==> config.mk <==
export PLATFORM = sky130hd
export DESIGN_NAME = ucdp_sync_hs_tx
export DESIGN_NICKNAME = d
export VERILOG_FILES = /design/src/rtl/ucdp_sync_hs_tx.sv
export SDC_FILE = /design/constraint.sdc
export NUM_CORES = 1
export LEC_CHECK = 0
export ABC_AREA = 1
export BUFFER_PORTS_ARGS = -buffer_cell sky130_fd_sc_hd__buf_2
export CAP_MARGIN = 40
export CORE_UTILIZATION = 50
export CTS_BUF_LIST = sky130_fd_sc_hd__clkbuf_8
export DETAILED_ROUTE_END_ITERATION = 10
export PLACE_DENSITY_LB_ADDON = 0.3
export SETUP_SLACK_MARGIN = 0.05
export SYNTH_ARGS = -nofsm -noshare
export SYNTH_HDL_FRONTEND = slang
export SYNTH_SLANG_ARGS = --single-unit
==> constraint.sdc <==
create_clock -name main_clk_i -period 1.7 [get_ports main_clk_i]
set_clock_uncertainty 0.05 [all_clocks]
set_input_delay 0.255 -clock main_clk_i [delete_from_list [all_inputs] [get_ports main_clk_i]]
set_output_delay 0.255 -clock main_clk_i [all_outputs]
set_load 0.01 [all_outputs]
==> src/rtl/ucdp_sync_hs_tx.sv <==
// rtl/ucdp_sync_hs_tx.sv - source side of a 4-phase req/ack CDC handshake with one pending slot
// Optional: define UCDP_SYNC_HS_TX_TIMEOUT_EN for the REQ/REL abort timer (timeout_p, timeout_o).
module ucdp_sync_hs_tx #(
    parameter int unsigned width_p  = 8,
    parameter logic        rstval_p = 1'b0
`ifdef UCDP_SYNC_HS_TX_TIMEOUT_EN
    ,
    parameter logic [15:0] timeout_p = 16'd1023
`endif
) (
    input  logic               main_clk_i,
    input  logic               main_rst_an_i,
    input  logic               dft_mode_scan_shift_i,
    input  logic               start_i,
    input  logic [width_p-1:0] data_i,
    output logic               req_o,
    output logic [width_p-1:0] data_o,
    input  logic               ack_i,
    output logic               busy_o,
    output logic               pend_o,
    output logic               done_o,
    output logic               ovf_o
`ifdef UCDP_SYNC_HS_TX_TIMEOUT_EN
    ,
    output logic               timeout_o
`endif
);

    typedef enum logic [1:0] {
        ST_IDLE = 2'd0,
        ST_REQ  = 2'd1,
        ST_REL  = 2'd2
    } state_t;

    localparam logic [width_p-1:0] DataRst = {width_p{rstval_p}};

    state_t             state_q;
    state_t             state_d;
    logic               ack_meta_q;
    logic               ack_s;
    logic               req_q;
    logic               req_d;
    logic               done_q;
    logic               done_d;
    logic               ovf_q;
    logic               ovf_d;
    logic [width_p-1:0] data_q;
    logic [width_p-1:0] data_d;
    logic               pend_vld_q;
    logic               pend_vld_d;
    logic [width_p-1:0] pend_data_q;
    logic [width_p-1:0] pend_data_d;
    logic               cpl;
    logic               abort;

    // Two-stage ack synchronizer; frozen during scan shift so shifting never disturbs the capture path.
    always_ff @(posedge main_clk_i or negedge main_rst_an_i) begin
        if (!main_rst_an_i) begin
            ack_meta_q <= 1'b0;
            ack_s      <= 1'b0;
        end else if (!dft_mode_scan_shift_i) begin
            ack_meta_q <= ack_i;
            ack_s      <= ack_meta_q;
        end
    end

    // The completion cycle: release phase has seen the remote ack return low.
    assign cpl = (state_q == ST_REL) && !ack_s;

`ifdef UCDP_SYNC_HS_TX_TIMEOUT_EN
    logic [15:0] tmo_cnt_q;
    logic        timeout_q;

    // Cycles spent in the current state; restarts on every state change and saturates.
    always_ff @(posedge main_clk_i or negedge main_rst_an_i) begin
        if (!main_rst_an_i) begin
            tmo_cnt_q <= 16'd0;
        end else if (state_d != state_q) begin
            tmo_cnt_q <= 16'd0;
        end else if ((state_q != ST_IDLE) && (tmo_cnt_q != 16'hFFFF)) begin
            tmo_cnt_q <= tmo_cnt_q + 16'd1;
        end
    end

    // Abort a transfer whose peer stopped answering.
    assign abort = (state_q != ST_IDLE) && (tmo_cnt_q == timeout_p);

    // One-cycle abort indication.
    always_ff @(posedge main_clk_i or negedge main_rst_an_i) begin
        if (!main_rst_an_i) begin
            timeout_q <= 1'b0;
        end else begin
            timeout_q <= abort;
        end
    end

    assign timeout_o = timeout_q;
`else
    assign abort = 1'b0;
`endif

    // State and registered outputs.
    always_ff @(posedge main_clk_i or negedge main_rst_an_i) begin
        if (!main_rst_an_i) begin
            state_q     <= ST_IDLE;
            req_q       <= 1'b0;
            done_q      <= 1'b0;
            ovf_q       <= 1'b0;
            data_q      <= DataRst;
            pend_vld_q  <= 1'b0;
            pend_data_q <= DataRst;
        end else begin
            state_q     <= state_d;
            req_q       <= req_d;
            done_q      <= done_d;
            ovf_q       <= ovf_d;
            data_q      <= data_d;
            pend_vld_q  <= pend_vld_d;
            pend_data_q <= pend_data_d;
        end
    end

    // Protocol sequencing: request, wait for ack high, release, wait for ack low.
    always_comb begin
        state_d = state_q;
        if (abort) begin
            state_d = ST_IDLE;
        end else begin
            case (state_q)
                ST_IDLE: if (start_i) state_d = ST_REQ;
                ST_REQ:  if (ack_s) state_d = ST_REL;
                ST_REL: begin
                    if (!ack_s) begin
                        state_d = (pend_vld_q || start_i) ? ST_REQ : ST_IDLE;
                    end
                end
                default: state_d = ST_IDLE;
            endcase
        end
    end

    // Next values of data, pending slot and pulse outputs; data only moves when entering REQ.
    always_comb begin
        req_d       = (state_d == ST_REQ);
        done_d      = 1'b0;
        ovf_d       = 1'b0;
        data_d      = data_q;
        pend_vld_d  = pend_vld_q;
        pend_data_d = pend_data_q;
        if (abort) begin
            pend_vld_d = 1'b0;
        end else if (state_q == ST_IDLE) begin
            if (start_i) begin
                data_d = data_i;
            end
        end else if (cpl) begin
            done_d = 1'b1;
            if (pend_vld_q) begin
                // Older pending word goes first; a concurrent start refills the freed slot.
                data_d     = pend_data_q;
                pend_vld_d = start_i;
                if (start_i) begin
                    pend_data_d = data_i;
                end
            end else if (start_i) begin
                data_d = data_i;
            end
        end else if (start_i) begin
            if (!pend_vld_q) begin
                pend_vld_d  = 1'b1;
                pend_data_d = data_i;
            end else begin
                ovf_d = 1'b1;
            end
        end
    end

    assign req_o  = req_q;
    assign data_o = data_q;
    assign done_o = done_q;
    assign ovf_o  = ovf_q;
    assign pend_o = pend_vld_q;
    assign busy_o = (state_q != ST_IDLE);

endmodule
==> impl_metrics.toml, run 1 <==
[detailed_routing]
vias_per_cell = 4.77
wire_per_inst_microns = 10.9
routed_wl_microns = 2280
routed-via-count = 997
drt_first_iter_violations = 20
drc_errors = 0
postRouteAntennaNets = 0
firstDrtPassIters = 4

[yosys]
synthCells = 153
ys_ff_latch = 24
ys_types = 18
syn_area_per_cell_sq_um = 8.03
syn_nets = 166
yosys_warnings = 0
synth-seq-area-share_pct = 48.9
netlist_area_sq_mm = 0.00123

[grt]
grt_max_degree = 25
gr-usage-all-layers_pct = 19.9
grt_pass1_vias = 902
grt_pass1_wl_microns = 3890
antenna_found_initial = 0
grt_overflow_total = 0

[die]
die_w_microns = 51.6
coreArea_sq_mm = 0.00225
die_area_sq_mm = 0.00266
start_util_pct = 54.5
ioPinCount = 26
dieHeight_microns = 51.6
rows = 17

[setup_path]
critPathLaunchType = "register"
cp.arrival_ps = 1440
crit_path_max_fanout = 11
worst-r2r-cell-count = 6
r2r-end = "data_o[0]$_DFFE_PN0P_"
r2r_slack_ps = 360
r2r_start = "ack_s$_DFFE_PN0N_"
required_ps = 1800
worst-setup-path-type = "reg2reg"
cp-end-kind = "register"

[sta]
tightest_slew_ps = 508
final-hold-violation-count = 0
fin_ws_ps = 362
setup_violations = 0
relSlewSlack_pct = 66.1
fin_crit_ps = 1340
drv_slew = 0
tns_ps = 0
timing.fmax_mhz = 747
rsz0062_at_grt = "false"
period_share_pct = 78.7

[finish]
area_growth_pct = 16.5
layout_commonest_cell = "nand2_1"
final_util_pct = 63.5
fillers = 200
drive_above_1_share_pct = 24.9
final_nets = 195
n_antenna_cell = 0
fin_area_sq_mm = 0.00143
mostFrequentLayoutCells = "58 x nand2_1, 25 x buf_2, 24 x dfrtp_1"

[placed_design]
hpwlAfterDp_microns = 1750
port-buffer-count = 25
place.gp.congestion = 0.799
pre_cts_slack_ps = 376
placed_cell_area_sq_mm = 0.00137

[job]
cap_violations = 0

[power_and_ir_drop]
peakVddDrop_v = 0.00108
power.density_mw_per_mm2 = 1870
p_leak_nw = 0.816

[cts]
postCtsSetupBuffers = 0
htreeDepth = 1
clkLatencyLatePin_ps = 260
cts_buffers = 3
cts_sinks = 24
cts.path.max_buffers = 2
clkTransAtPathRegs_ps = 80
cts_tree = "built"
cts_root_buf = "clkbuf_8"

[min_path]
hold_path_startpoint = "dft_mode_scan_shift_i"
hold-path-endpoint = "ack_s$_DFFE_PN0N_"
hold-path-cell-count = 2
holdCritPathClass = "in2reg"

[status]
outcome = "finished clean"
-- how the worst max path moves through the flow --
stage / start / endpoint / slack, ps
5_1_grt: state_q[0]$_DFF_PN0_ / data_o[0]$_DFFE_PN0P_ / 250
4_1_cts: ack_s$_DFFE_PN0N_ / data_o[1]$_DFFE_PN0P_ / 360
6_report: ack_s$_DFFE_PN0N_ / data_o[0]$_DFFE_PN0P_ / 360
3_5_place_dp: ack_s$_DFFE_PN0N_ / data_o[0]$_DFFE_PN0P_ / 380
3_3_place_gp: ack_s$_DFFE_PN0N_ / data_o[1]$_DFFE_PN0P_ / 420
2_1_floorplan: state_q[1]$_DFF_PN0_ / data_o[0]$_DFFE_PN0P_ / 580
-- logic make-up (layout without fill, tap and decap cells) --
| logic type | count (synthesis) | in the layout | synth area share [%] |
|---|---|---|---|
| simple gates | 87 | 87 | 32.8 |
| buf+inv | 27 | 55 | 9.88 |
| mux | 1 | 1 | 0.916 |
| compound gates | 14 | 14 | 7.54 |
| flops | 24 | 24 | 48.9 |
-- final cells by class --
type	instances	area [sq um]	share of cell area (%)
Inverter	24	91.3	6.38
Clock buffer	4	55.1	3.85
Multi-Input combinational cell	102	507	35.4
Timing Repair Buffer	27	143	9.97
Tap cell	28	35.0	2.45
Sequential cell	24	601	42.0
-- metrics by stage --
| step | hold slack (ps) | std cells | total power (W) |
|---|---|---|---|
| 2_1_floorplan | -90.6 | 153 | 0.00197 |
| 3_3_place_gp | 200 | 204 | 0.00226 |
| 3_5_place_dp | 208 | 204 | 0.00230 |
| 4_1_cts | 140 | 209 | 0.00269 |
| 5_1_grt | 152 | 209 | 0.00293 |
| 6_report | 144 | 209 | 0.00267 |
-- where the power goes --
part           internal (W)  switching [W]
sequential         0.000837       0.000185
clock              0.000206       0.000166
combinational      0.000466       0.000809
total               0.00151        0.00116
-- worst max-delay path, stage by stage (launching register included) --
cell and delay [ps]:
dfrtp_1 370, inv_1 110, nand3_2 150, nand2_2 230, inv_1 170, nand2_1 90
nand2_1 60
-- state kept, by name, indices dropped and copies added (netlist names) --
| name | count |
|---|---|
| req_o | 1 |
| pend_data_q | 8 |
| state_q | 2 |
| done_o | 1 |
| ovf_o | 1 |
| data_o | 8 |
| pend_o | 1 |
| ack_meta_q | 1 |
| ack_s | 1 |
-- cells in the mapped netlist --
cell,n,area (sq um)
nor2_1,3,11.3
nand3_2,2,20.0
dfrtp_1,24,601
nor3_1,1,5.00
buf_4,1,7.51
nor2_4,1,11.3
clkinv_2,1,5.00
o211ai_1,1,7.51
a21oi_1,5,25.0
o21a_1,8,60.1
nand2_4,4,45.0
nand3_1,16,80.1
nand2_1,58,218
buf_6,2,22.5
inv_2,4,15.0
mux2_2,1,11.3
inv_1,19,71.3
nand2_2,2,12.5
-- layer usage --
metal / up-vias / routed length (microns) / GRT usage, % / share of wire (%)
met4: 0 / 40 / 10.4 / 1.8
met1: 447 / 1120 / 25.9 / 49
li1: 524 / - / - / -
met3: 6 / 59 / 4.09 / 2.6
met5: - / 0 / 0 / 0
met2: 20 / 1070 / 31.2 / 47
-- repair_timing --
item / 4_1_cts / 5_1_grt
endpoints found under the hold margin: 24 / 0
resized for setup: 0 / 0
hold buffers: 1 / 0
No activity file was read; power rests on OpenSTA's default activity.
==> run 2, diff against run 1 <==
--- a/config.mk
+++ b/config.mk
@@ -5,7 +5,7 @@
 export SDC_FILE = /design/constraint.sdc
 export NUM_CORES = 1
 export LEC_CHECK = 0
-export ABC_AREA = 1
+export ABC_AREA = 0
 export BUFFER_PORTS_ARGS = -buffer_cell sky130_fd_sc_hd__buf_2
 export CAP_MARGIN = 40
 export CORE_UTILIZATION = 50
==> constraint.sdc (replaced) <==
create_clock -name main_clk_i -period 1.3 [get_ports main_clk_i]
set_clock_uncertainty 0.05 [all_clocks]
set_input_delay 0.195 -clock main_clk_i [delete_from_list [all_inputs] [get_ports main_clk_i]]
set_output_delay 0.195 -clock main_clk_i [all_outputs]
set_load 0.01 [all_outputs]
==> impl_metrics.toml, run 2 <==
[status]
outcome = "finished, violations left"
violations = "negative setup slack"

[job]
cap_violations = 0

[placed_design]
placed_cell_area_sq_mm = 0.00135
placed_cells = 144
pre_cts_slack_ps = -265
port-buffer-count = 25
place.gp.congestion = 0.685
hpwlAfterDp_microns = 1500

[die]
die_w_microns = 49.0
coreArea_sq_mm = 0.00202
start_util_pct = 54.6
rows = 16
dieHeight_microns = 49.0
die_area_sq_mm = 0.00240
ioPinCount = 26

[cts]
cts_tree = "built"
cts_root_buf = "clkbuf_8"
clkTransAtPathRegs_ps = 90
cts_buffers = 3
cts.path.max_buffers = 2
clkLatencyLatePin_ps = 260
cts_sinks = 24
htreeDepth = 1

[finish]
drive_above_1_share_pct = 49.6
final_nets = 137
area_growth_pct = 38.1
fin_area_sq_mm = 0.00152
layout_commonest_cell = "buf_2"
final_util_pct = 75.4
n_antenna_cell = 0
layout.cells.non_filler = 150
mostFrequentLayoutCells = "24 x buf_2, 23 x dfrtp_1, 10 x buf_6"

[setup_path]
cp-end-kind = "register"
path_cells = "and4bb_1 -> o31ai_4 -> buf_12 -> mux2_4"
cp.arrival_ps = 1670
worst-setup-path-type = "reg2reg"
required_ps = 1400
crit_path_max_fanout = 8
max_stage_delay_ps = 430
critPathLaunchType = "register"
cp_slowest_cell = "dfrtp_2"

[sta]
fin_ws_ps = -261
fin_crit_ps = 1560
rsz0062_at_grt = "true"
hold_slack_ps = 108
timing.fmax_mhz = 641
final-hold-violation-count = 0
tightest_slew_ps = 541
setup_violations = 18
drv_slew = 0
period_share_pct = 120
relSlewSlack_pct = 63.9

[grt]
gr-usage-all-layers_pct = 22.6
grt_max_degree = 25
grt_pass1_vias = 864
grt_overflow_total = 0
antenna_found_initial = 0
grt_pass1_wl_microns = 4060

[yosys]
yosys_warnings = 0
syn_area_per_cell_sq_um = 12.8
ys.flop_type = "dfrtp_1"
ys_types = 24
netlist_area_sq_mm = 0.00110
yosysMostFrequentCell = "dfrtp_1"
synthCells = 86
synth_top_area_share_pct = 54.4
async_reset_ff_share_pct = 100
yosys-top-cells-area = "dfrtp_1 54%, mux2_2 10%, mux2i_1 7.3%"
synth_commonest_cells = "24 x dfrtp_1, 10 x mux2_2, 8 x and2_1, 8 x mux2i_1, 8 x o2bb2ai_1"
synth-seq-area-share_pct = 54.4
yosysTopAreaCell = "dfrtp_1"
syn_nets = 99
ys_ff_latch = 24
synth_edf_count = 0

[power_and_ir_drop]
pwr-share-clk_pct = 17.4
peakVddDrop_v = 0.00133
p_leak_nw = 0.762
p_switching_w = 0.00121
seq_power_share_pct = 33.6
internal_power_w = 0.00254
power.density_mw_per_mm2 = 2460
swShare_pct = 32.2
pwr-share-comb_pct = 48.9

[detailed_routing]
postRouteAntennaNets = 0
vias_per_cell = 5.34
wire_per_inst_microns = 15.8
routed-via-count = 801
routed_wl_microns = 2370
drc_errors = 0
drt_first_iter_violations = 7
firstDrtPassIters = 4

[min_path]
holdCritPathClass = "in2reg"
[run 2: cell types whose count changed after synthesis, moves of 4 or more]
cell	change
inv_2	-4
o21a_1	-8
o21ai_0	+4
buf_2	+4
mux2_2	+9
a21oi_1	-4
nand2_1	-57
and2_1	+8
o2bb2ai_1	+8
mux2i_1	+8
inv_1	-17
nand2_4	-4
nand3_1	-16
[run 2: what timing repair did]
item,4_1_cts,5_1_grt
hold buffers,1,0
gates resized for setup,22,3
endpoints found under the setup margin,19,20
pin swaps,11,3
hold endpoints to repair,24,0
buffers inserted,3,1
[run 2: power groups by stage]
stage / Combinational, W / Sequential [W] / Clock [W]
6_report: 0.00183 / 0.00126 / 0.000653
5_1_grt: 0.00195 / 0.00130 / 0.000683
4_1_cts: 0.00178 / 0.00125 / 0.000652
3_5_place_dp: 0.00149 / 0.00125 / 0
3_3_place_gp: 0.00145 / 0.00123 / 0
2_1_floorplan: 0.000944 / 0.00129 / 0
[run 2: per-stage QoR]
step,setup TNS (ps),total power [W]
floorplan,-2550,0.00223
detailed placement,-3170,0.00274
finish,-3080,0.00374
global route,-3910,0.00393
global placement,-2420,0.00268
CTS,-2940,0.00368
[run 2: final cells by class]
type,instances,area [sq um]
sequential,24,602
multi-input combinational,53,517
fill,132,498
timing repair buffer,40,293
clock buffer,3,41.3
tap,27,33.8
clock inverter,1,30.0
inverter,2,7.51
[run 2: routing by layer]
layer,wire (microns),global-route usage [%]
met5,0,0
met4,13,8.33
met3,60,1.87
met2,1170,39.1
met1,1130,29.5
[run 2: final timing paths]
path                       slack (ps)                    endpoint             startpoint  cells past startpoint
max in group asynchronous         410          pend_o$_DFFE_PN0P_          main_rst_an_i                      2
min                               110      ack_meta_q$_DFFE_PN0N_                  ack_i                      2
max                              -260  pend_data_q[0]$_DFFE_PN0P_     pend_o$_DFFE_PN0P_                      4
min reg2reg                       440       data_o[0]$_DFFE_PN0P_  data_o[0]$_DFFE_PN0P_                      1
min in group asynchronous         400  pend_data_q[1]$_DFFE_PN0P_          main_rst_an_i                      2
max reg2reg                      -260  pend_data_q[0]$_DFFE_PN0P_     pend_o$_DFFE_PN0P_                      4
[run 2: cell families (layout without fill, tap and decap cells)]
kind of cell / after synthesis / count (layout) / synth area share [%]
compound gates: 18 / 18 / 13.6
xor+xnor: 1 / 1 / 0.794
buf+inv: 9 / 46 / 3.63
flops: 24 / 24 / 54.4
mux: 18 / 18 / 17.5
simple gates: 16 / 16 / 10.1
[run 2: critical path, delay by kind of cell, from the launching register on]
kind	cells	cell delay, ps
muxes	1	300
DFF	1	430
AOI/OAI and AO/OA	1	260
and+or+nand+nor	1	230
buffers and inverters	1	170
==> run 3, diff against run 2 <==
--- a/config.mk
+++ b/config.mk
@@ -12,6 +12,7 @@
 export CTS_BUF_LIST = sky130_fd_sc_hd__clkbuf_8
 export DETAILED_ROUTE_END_ITERATION = 10
 export PLACE_DENSITY_LB_ADDON = 0.3
+export REMOVE_ABC_BUFFERS = 1
 export SETUP_SLACK_MARGIN = 0.05
 export SYNTH_ARGS = -nofsm -noshare
 export SYNTH_HDL_FRONTEND = slang
==> impl_metrics.toml, run 3 (same netlist as run 2, synthesis figures left out) <==
[status]
outcome = "finished, violations left"
violations = "negative setup slack"

[detailed_routing]
drc_errors = 0
routed_wl_microns = 2210
wire_per_inst_microns = 14.8
firstDrtPassIters = 4
postRouteAntennaNets = 0
routed-via-count = 781
vias_per_cell = 5.24
drt_first_iter_violations = 13

[setup_path]
r2r-end = "pend_data_q[2]$_DFFE_PN0P_"
critPathLaunchType = "register"
r2r_slack_ps = -230
worst-r2r-cell-count = 4
r2r_start = "pend_o$_DFFE_PN0P_"
cp-end-kind = "register"
crit_path_max_fanout = 4
crit_end = "pend_data_q[2]$_DFFE_PN0P_"
cp-startpoint = "pend_o$_DFFE_PN0P_"
worst-setup-path-type = "reg2reg"
required_ps = 1400
cp.arrival_ps = 1630

[sta]
rsz0062_at_grt = "true"
tightest_slew_ps = 533
setup_violations = 17
drv_slew = 0
fin_ws_ps = -231
relSlewSlack_pct = 64.5
timing.fmax_mhz = 653
tns_ps = -2910
final-hold-violation-count = 0
hold_slack_ps = 114
period_share_pct = 118
fin_crit_ps = 1530

[die]
die_w_microns = 49.0
rows = 16
dieHeight_microns = 49.0
start_util_pct = 54.6
coreArea_sq_mm = 0.00202
ioPinCount = 26
die_area_sq_mm = 0.00240

[power_and_ir_drop]
p_leak_nw = 0.738
peakVddDrop_v = 0.00122
power.density_mw_per_mm2 = 2300

[finish]
area_growth_pct = 33.4
n_antenna_cell = 0
layout_commonest_cell = "buf_2"
drive_above_1_share_pct = 50.0
final_nets = 137
mostFrequentLayoutCells = "25 x buf_2, 24 x dfrtp_1"
final_util_pct = 72.8

[placed_design]
place.gp.congestion = 0.713
port-buffer-count = 25
hpwlAfterDp_microns = 1440

[cts]
clkTransAtPathRegs_ps = 80
cts_sinks = 24
cts_buffers = 3
cts.path.max_buffers = 2
htreeDepth = 1
cts_root_buf = "clkbuf_8"
cts_tree = "built"
clkLatencyLatePin_ps = 260

[job]
cap_violations = 0

[grt]
grt_overflow_total = 0
grt_pass1_vias = 846
grt_pass1_wl_microns = 3760
gr-usage-all-layers_pct = 20.9
antenna_found_initial = 0
grt_max_degree = 25

[min_path]
holdCritPathClass = "in2reg"
-- run 3: final cells by class --
cell class	count	area (sq um)
well taps	27	33.8
inverters	2	7.51
clock buffers	3	41.3
fillers	135	549
repair buffers	40	267
multi-input cells	53	523
flip-flops and latches	24	601
-- run 3: what timing repair did --
| action | 4_1_cts | 5_1_grt |
|---|---|---|
| setup endpoints to repair | 19 | 23 |
| buffers inserted | 1 | 1 |
| gates resized for setup | 22 | 4 |
| pin swaps | 3 | 0 |
| endpoints found under the hold margin | 24 | 0 |
| gates cloned | 1 | 0 |
| hold buffers | 1 | 0 |
-- run 3: worst min path at each step --
stage	from	to	slack [ps]	cells past startpoint
3_5_place_dp	main_rst_an_i	data_o[5]$_DFFE_PN0P_	150	1
2_1_floorplan	main_rst_an_i	ack_meta_q$_DFFE_PN0N_	-150	0
5_1_grt	ack_i	ack_meta_q$_DFFE_PN0N_	110	2
6_report	ack_i	ack_meta_q$_DFFE_PN0N_	110	2
4_1_cts	ack_i	ack_meta_q$_DFFE_PN0N_	110	2
3_3_place_gp	main_rst_an_i	data_o[5]$_DFFE_PN0P_	150	1
-- run 3: worst max-delay path, cell delays in order, from the launching register on --
cell,delay (ps)
dfrtp_1,400
and2b_1,220
o31ai_4,290
buf_6,170
mux2_4,300
-- run 3: per-stage QoR --
stage | setup slack [ps] | instances | total power, W | cell area, sq um
6_report | -231 | 149 | 0.00338 | 1470
5_1_grt | -293 | 149 | 0.00360 | 1470
4_1_cts | -223 | 148 | 0.00334 | 1450
3_5_place_dp | -213 | 142 | 0.00263 | 1310
3_3_place_gp | -206 | 142 | 0.00259 | 1310
2_1_floorplan | -681 | 79 | 0.00208 | 1070
-- run 3: where the power goes --
part           leakage (nW)  internal, W  total (W)  switching [W]
logic                 0.425     0.000975    0.00173       0.000751
registers             0.292      0.00107    0.00124       0.000167
clock network        0.0216     0.000207   0.000421       0.000214
total                 0.738      0.00225    0.00338        0.00113
-- run 3: routing by layer --
layer / up-vias / routed length (microns) / GRT usage (%)
met1: 380 / 1060 / 26.2
met5: - / 0 / 0
met2: 17 / 1070 / 36.1
met4: 0 / 25 / 8.82
li1: 380 / - / -
met3: 4 / 52 / 2.80
